## src/rtl/oled_frame_ctrl.sv

```systemverilog
// OLED frame controller: renders characters from an external glyph ROM into a
// page-organised pixel buffer and streams buffer pages to an SPI byte sender.
module oled_frame_ctrl #(
    parameter  int NUM_PAGES = 4,
    parameter  int NUM_COLS  = 128,
    localparam int AW        = $clog2(NUM_PAGES * NUM_COLS),
    localparam int PW        = $clog2(NUM_PAGES)
) (
    input  logic          clk,
    input  logic          rst,
    input  logic          write_start,
    input  logic [7:0]    write_ascii,
    input  logic [AW-1:0] write_addr,
    output logic          write_ready,
    input  logic          update_start,
    input  logic          update_clear,
    input  logic          update_invert,
    input  logic [PW-1:0] update_first_page,
    input  logic [PW-1:0] update_last_page,
    output logic          update_ready,
    output logic [10:0]   rom_addr,
    input  logic [7:0]    rom_data,
    output logic          spi_start,
    output logic [7:0]    spi_data,
    output logic          spi_dc,
    input  logic          spi_ready,
    output logic          busy,
    output logic [2:0]    o_dbg_state
);

    localparam int DEPTH = NUM_PAGES * NUM_COLS;
    localparam int CW    = $clog2(NUM_COLS);

    typedef enum logic [2:0] {
        S_IDLE     = 3'd0,
        S_WR_FETCH = 3'd1,
        S_WR_STORE = 3'd2,
        S_WR_HOLD  = 3'd3,
        S_UP_CMD   = 3'd4,
        S_UP_WAIT  = 3'd5,
        S_UP_DATA  = 3'd6,
        S_UP_HOLD  = 3'd7
    } state_t;

    state_t        r_state;
    logic [7:0]    r_ascii;
    logic [AW-1:0] r_addr;
    logic [2:0]    r_byte_idx;
    logic          r_clear;
    logic          r_invert;
    logic [PW-1:0] r_page;
    logic [PW-1:0] r_last_page;
    logic [CW-1:0] r_col;
    logic [1:0]    r_cmd_idx;
    logic          r_skip;
    logic          r_last_col;
    logic          r_spi_start;
    logic [7:0]    r_spi_data;
    logic          r_spi_dc;
    logic [7:0]    r_mem [0:DEPTH-1];
    logic [7:0]    r_rd_data;

    logic          w_wr_en;
    logic [AW-1:0] w_wr_addr;
    logic [AW-1:0] w_rd_addr;
    logic [7:0]    w_cmd_byte;
    logic [7:0]    w_data_byte;

    assign w_wr_en     = (r_state == S_WR_STORE);
    assign w_wr_addr   = r_addr + AW'(r_byte_idx);
    assign w_rd_addr   = {r_page, r_col};
    assign w_data_byte = r_clear ? 8'h00 : (r_invert ? ~r_rd_data : r_rd_data);

    assign write_ready  = (r_state == S_IDLE) && !write_start;
    assign update_ready = (r_state == S_IDLE) && !update_start;
    assign busy         = (r_state != S_IDLE);
    assign rom_addr     = {r_ascii, r_byte_idx};
    assign spi_start    = r_spi_start;
    assign spi_data     = r_spi_data;
    assign spi_dc       = r_spi_dc;
    assign o_dbg_state  = r_state;

    always_comb begin
        w_cmd_byte = 8'h00;
        case (r_cmd_idx)
            2'd0:    w_cmd_byte = 8'hB0 | 8'(r_page);
            2'd2:    w_cmd_byte = 8'h10;
            default: w_cmd_byte = 8'h00;
        endcase
    end

    // Buffer has no reset so its contents survive an aborted operation.
    always_ff @(posedge clk) begin
        if (w_wr_en)
            r_mem[w_wr_addr] <= rom_data;
        r_rd_data <= r_mem[w_rd_addr];
    end

    // SPI handshake: a byte is launched only when spi_ready=1, spi_start pulses
    // one cycle, data/dc hold until spi_ready returns high; the pulse cycle
    // itself is skipped because the sender has not yet dropped spi_ready.
    always_ff @(posedge clk or posedge rst) begin
        if (rst) begin
            r_state     <= S_IDLE;
            r_ascii     <= 8'h00;
            r_addr      <= '0;
            r_byte_idx  <= 3'd0;
            r_clear     <= 1'b0;
            r_invert    <= 1'b0;
            r_page      <= '0;
            r_last_page <= '0;
            r_col       <= '0;
            r_cmd_idx   <= 2'd0;
            r_skip      <= 1'b0;
            r_last_col  <= 1'b0;
            r_spi_start <= 1'b0;
            r_spi_data  <= 8'h00;
            r_spi_dc    <= 1'b0;
        end else begin
            r_spi_start <= 1'b0;
            case (r_state)
                S_IDLE: begin
                    if (update_start) begin
                        r_clear     <= update_clear;
                        r_invert    <= update_invert;
                        r_page      <= update_first_page;
                        r_last_page <= update_last_page;
                        r_col       <= '0;
                        r_cmd_idx   <= 2'd0;
                        r_state     <= S_UP_CMD;
                    end else if (write_start) begin
                        r_ascii    <= write_ascii;
                        r_addr     <= write_addr;
                        r_byte_idx <= 3'd0;
                        r_state    <= S_WR_FETCH;
                    end
                end
                S_WR_FETCH: r_state <= S_WR_STORE;
                S_WR_STORE: begin
                    r_byte_idx <= r_byte_idx + 3'd1;
                    r_state    <= (r_byte_idx == 3'd7) ? S_WR_HOLD : S_WR_FETCH;
                end
                S_WR_HOLD: if (!write_start) r_state <= S_IDLE;
                S_UP_CMD: begin
                    if (spi_ready) begin
                        r_spi_start <= 1'b1;
                        r_spi_data  <= w_cmd_byte;
                        r_spi_dc    <= 1'b0;
                        r_skip      <= 1'b1;
                        r_state     <= S_UP_WAIT;
                    end
                end
                S_UP_DATA: begin
                    if (spi_ready) begin
                        r_spi_start <= 1'b1;
                        r_spi_data  <= w_data_byte;
                        r_spi_dc    <= 1'b1;
                        r_skip      <= 1'b1;
                        // Advance early so the next read address is settled a cycle ahead.
                        r_last_col  <= (r_col == CW'(NUM_COLS - 1));
                        r_col       <= r_col + 1'b1;
                        r_state     <= S_UP_WAIT;
                    end
                end
                S_UP_WAIT: begin
                    if (r_skip) begin
                        r_skip <= 1'b0;
                    end else if (spi_ready) begin
                        if (!r_spi_dc) begin
                            if (r_cmd_idx == 2'd2) begin
                                r_cmd_idx <= 2'd0;
                                r_state   <= S_UP_DATA;
                            end else begin
                                r_cmd_idx <= r_cmd_idx + 2'd1;
                                r_state   <= S_UP_CMD;
                            end
                        end else if (!r_last_col) begin
                            r_state <= S_UP_DATA;
                        end else if (r_page == r_last_page) begin
                            r_state <= S_UP_HOLD;
                        end else begin
                            r_page  <= r_page + 1'b1;
                            r_state <= S_UP_CMD;
                        end
                    end
                end
                S_UP_HOLD: if (!update_start) r_state <= S_IDLE;
                default:   r_state <= S_IDLE;
            endcase
        end
    end

endmodule

```

## config.mk

```make
export PLATFORM = sky130hd
export DESIGN_NAME = oled_frame_ctrl
export DESIGN_NICKNAME = d
export VERILOG_FILES = /design/src/rtl/oled_frame_ctrl.sv
export SDC_FILE = /design/constraint.sdc
export NUM_CORES = 2
export LEC_CHECK = 0
export BUFFER_PORTS_ARGS = -buffer_cell sky130_fd_sc_hd__buf_2
export CORE_UTILIZATION = 30
export CTS_CLUSTER_SIZE = 24
export DETAILED_ROUTE_END_ITERATION = 10
export GPL_ROUTABILITY_DRIVEN = 0
export SYNTH_ARGS = -nofsm -noshare
export SYNTH_HDL_FRONTEND = slang
export SYNTH_SLANG_ARGS = --single-unit
```

## constraint.sdc

```tcl
create_clock -name clk -period 6.7 [get_ports clk]
set_input_delay 1.005 -clock clk [delete_from_list [all_inputs] [get_ports clk]]
set_output_delay 1.005 -clock clk [all_outputs]
set_load 0.05 [all_outputs]
```

---- Word-level counts from Yosys, hierarchy flattened ----
Memory sizes are Yosys's and may differ from the RTL's. A register that Yosys moved wholly into a read port is not among the register bits.
Index checks and enable logic that the tools add are counted.
word-level totals
  bits in registers ....................... 50
  RAM bits ................................ 4,096
  output and inout port bits .............. 27
  memories ................................ 1
memory list
  name   words  bits a word  rd ports  clocked after memory_dff  wr ports  line  text
  r_mem  512    8            1         1                         1         60    logic [7:0] r_mem [0:DEPTH-1];
cells by class
  add/subtract/negate cells ............... 5
  eq/ne operators ......................... 26
  mux-type cells .......................... 46
  bitwise logic cells ..................... 2
  reduce and logical (&&, ||, !) cells .... 23
operator list
  operator             count
  $mux 8               4
  $pmux 8 s2           2
  $mux 2               15
  $mux 3               10
  $ne 2x2->1 const B   13
  $pmux 3 s7           1
  $eq 3x3->1 const B   5
  $mux 7               2
  $pmux 7 s2           1
  $reduce_and 3->1     4
  $reduce_bool 2->1    5
  $add 9x3->9          1
  $not 8->8            1
  $pmux 2 s2           2
  $add 7x1->7 const B  1
  $eq 7x7->1 const B   1
  $reduce_and 7->1     1
  $eq 3x2->1 const B   2
  $mux 1               6
  $pmux 3 s2           1
  $reduce_and 2->1     3
  $reduce_and 6->1     1
  $reduce_and 5->1     1
  $add 2x1->2 const B  2
  14 further kinds     17

---- Longest topological paths before layout ----
  word-level depth ........................ 7
  gate-level depth with buffers ........... 14

---- Worst setup path before layout ----
OpenSTA, ideal clock, no wires.
  kind .................................... register -> register
  start point ............................. reg r_byte_idx[0]
  end point ............................... mem r_mem[336][0] (enable)
  library setup time ...................... 370 ps
  arrival ................................. 3,069 ps
  required time ........................... 6,330 ps
  slack ................................... 3,261 ps
  cell stages (with the launch flop) ...... 12
  path buffers ............................ 1
  path through ............................ dfrtp_1 ha_1 inv_1 fa_1 nor2b_1 o2111ai_1 xor2_1 nand2b_1 nor2_1 nand2_1 clkbuf_1 nor2_1
on the way
  word-level cells in the longest chain between the ends .. 1
ends and longest elaborated chain
  element                 line  text
  start, declared         48    logic [2:0] r_byte_idx;
  start signal, assigned  140   r_byte_idx <= r_byte_idx + 3'd1;
  $add 9x3->9             70    assign w_wr_addr = r_addr + AW'(r_byte_idx);
  end, declared           60
No other way between the ends.

==> summary.txt <==
GRT
  • Grt total ovfl: 0
  • Vias in the first global route: 81400
  • GRT Total Usage: 0.161
  • First-pass GRT wire length: 632000 um
  • Largest net degree at the start of global routing: 187
  • Antenna violations before repair: 23

STA
  • Setup violators final: 0
  • Relative max-transition margin: -0.0333
  • Worst-Margin Slew: 1.55 ns
  • Final Hold Viols: 0
  • Crit share post-route: 0.752
  • Max Fclk: 199 MHz
  • WHS: between 0.2 and 0.3 ns
  • Min Clock Period, post-route: between 5 and 6 ns
  • Final-report max-slew violation count: 50
  • Final Skew: 0.0472 ns
  • RSZ-0062 raised after global routing: false
  • Setup TNS: 0 ns

CTS
  • H-tree depth: 5
  • Number of setup buffers added after CTS: 0
  • Clock buffer count from CTS: 416
  • Worst-path clk slew: 0.06 ns
  • Clock latency at the later pin of the worst-skew pair: approximately 0.99 ns
  • CTS root buf: clkbuf_16
  • CTS tree: done
  • Sink Count: 4154
  • # resized after CTS: 0
  • Longest Clk Path Bufs: 4
  • Hold buffers post-CTS: 0

Logic synthesis
  • Register bit total from synthesis: 4154
  • Top_reg_cell synth: edfxtp_1
  • Synth Area per Inst: 20.7 um^2
  • Total nets after synthesis: approximately 7800
  • Count of unique library cells instantiated by Yosys: between 60 and 70
  • Mapped Area: about 160000 um^2
  • Async S/R FF share, synth: 0.0120
  • Post-synth EDFFs: 4096
  • Sequential share of the synthesized area: 0.770
  • YS warnings: 0
  • Post-Synthesis Cells: 7784

Place
  • HPWL Detailed: 264000 um
  • Port-buffer cells: 62

Routing
  • DRT iter0 DRCs: 11300
  • Detail Route Antenna Nets: 0
  • Routed via count: between 80000 and 90000
  • Post-route DRC: 24
  • WL/cell: approximately 29 um
  • Vias per std cell: 5.29
  • Drt first pass iters: 11
  • Total wire length: 448000 um

Power and ir drop
  • Clk pwr share: 0.345
  • Pint: 48.6 mW
  • Worst IR Drop VDD: 0.000339 V
  • Combinational share of power: 0.230
  • Pwr dens: 373 nW/um^2
  • Switching Fraction: 0.293
  • Design Power: 68.7 mW
  • Share of power burned in registers: 0.425
  • NetSw: ~20 mW
  • Lkg Pwr: 55.3 nW

Critical path
  • WP data required: 7.63 ns
  • Worst Setup Path Type: reg -> reg
  • Crit-path max FO: 43
  • Crit end category: register
  • Startpoint types: register
  • Worst reg2reg setup slack: between 1.5 and 2 ns
  • Worst path arrival time: 5.97 ns

Layout
  • Share of cells above drive strength 1: 0.225
  • Nets: 7997
  • Layout area overhead: 14.1%
  • Commonest non-fill, non-tap cells in the layout: edfxtp_1, mux4_2, nor2_1, clkbuf_16, mux2i_1
  • Most common cell after layout, fill and taps aside: edfxtp_1

Die
  • I/O pin total: 63
  • Placeable Area: between 500000 and 600000 um^2
  • Num rows: 269
  • Die width: about 740 um
  • Die ar.: 541000 um^2
  • Starting density of the core: 0.301
  • Height of the die: around 740 um

Status
  • Status: complete, but fails checks
  • Failing checks: design-rule violations, max-slew violations

Hold path
  • Hold WC Path Type: in -> reg

Run
  • Max cap viols: 0
-- power groups by stage --
stage / Sequential [mW] / Clock (mW) / Combinational [mW]
floorplan: 29.6 / 0 / 10.3
global placement: 29.7 / 0 / 15.7
detailed placement: 29.7 / 0 / 15.8
CTS: 29.2 / 24.0 / 15.8
global route: 29.2 / 24.9 / 16.5
finish: 29.2 / 23.7 / 15.8
-- cell usage after synthesis, drive strengths merged (66+ instances only) --
| cell | n | area (um^2) |
|---|---|---|
| mux4 | 867 | 19600 |
| nand2 | 137 | 514 |
| clkbuf | 203 | 763 |
| mux2i | 361 | 3610 |
| a221oi | 111 | 972 |
| a21oi | 165 | 826 |
| nor2 | 622 | 2330 |
| mux2 | 66 | 743 |
| o21ai | 112 | 561 |
| buf | 293 | 2060 |
| edfxtp | 4096 | 123000 |
| a22oi | 166 | 1250 |
-- cell type report --
cell class	instances	area, um^2
Sequential cell	4154	124000
Antenna cell	10	25.0
Inverter	14	60.1
Multi-Input combinational cell	3120	34500
Timing Repair Buffer	248	2300
Clock buffer	482	10800
Tap cell	7181	8980
Clock inverter	290	3110
Fill cell	49400	352000
-- sequential cells by signal, summed over array words and instances (netlist names), 3 cells and up --
name         cells
spi_data         8
r_byte_idx       3
r_mem         4096
r_ascii          8
r_rd_data        8
o_dbg_state      3
r_addr           9
r_col            7
-- through the flow --
stage | cell area, um^2 | setup slack [ns] | util | instances
finish | 184000 | 1.66 | 0.343 | 15500
global route | 184000 | 1.60 | 0.343 | 15500
CTS | 184000 | 1.78 | 0.343 | 15500
detailed placement | 170000 | 1.81 | 0.317 | 14700
global placement | 170000 | 1.20 | 0.317 | 14700
floorplan | 162000 | 3.26 | - | 7784
-- worst max-delay path, stage by stage (launching register included) --
cell and delay [ns]:
dfrtp_4 1.02, buf_12 0.37, buf_4 0.60, buf_4 0.59, mux4_2 0.33, a22oi_1 0.12
a21oi_1 0.47, nor3_1 0.16, o32ai_1 0.97, or3_1 0.20
-- kinds of logic (layout without fill, tap and decap cells) --
logic type      Yosys count  after routing  synth area share
compound gates          841            841            0.0370
xor+xnor                 26             26           0.00141
fa+ha+maj                 7              7          0.000589
buf+inv                 510           1034            0.0178
flops                  4154           4154             0.770
mux                    1294           1294             0.148
other cells               0             10                 0
simple gates            952            952            0.0248
-- metal layers --
layer | global-route usage | share of wire | wire, um | up-vias
met4 | 0.0577 | 0.038 | 17100 | 8
met2 | 0.248 | 0.46 | 205000 | 4651
met5 | 0 | 0.00018 | 82 | -
li1 | - | - | - | 32800
met1 | 0.223 | 0.41 | 182000 | 43700
met3 | 0.0351 | 0.098 | 43800 | 783
-- final timing paths --
kind                          startpoint              to  cells after the start
max reg2reg                     r_col[1]    r_rd_data[1]                      9
max in group asynchronous            rst        r_col[0]                      2
min reg2reg                  spi_data[5]     spi_data[5]                      2
min in group asynchronous            rst  o_dbg_state[2]                      2
max                             r_col[1]    r_rd_data[1]                      9
min                        write_addr[2]       r_addr[2]                      2
No activity file was read; power rests on OpenSTA's default activity.
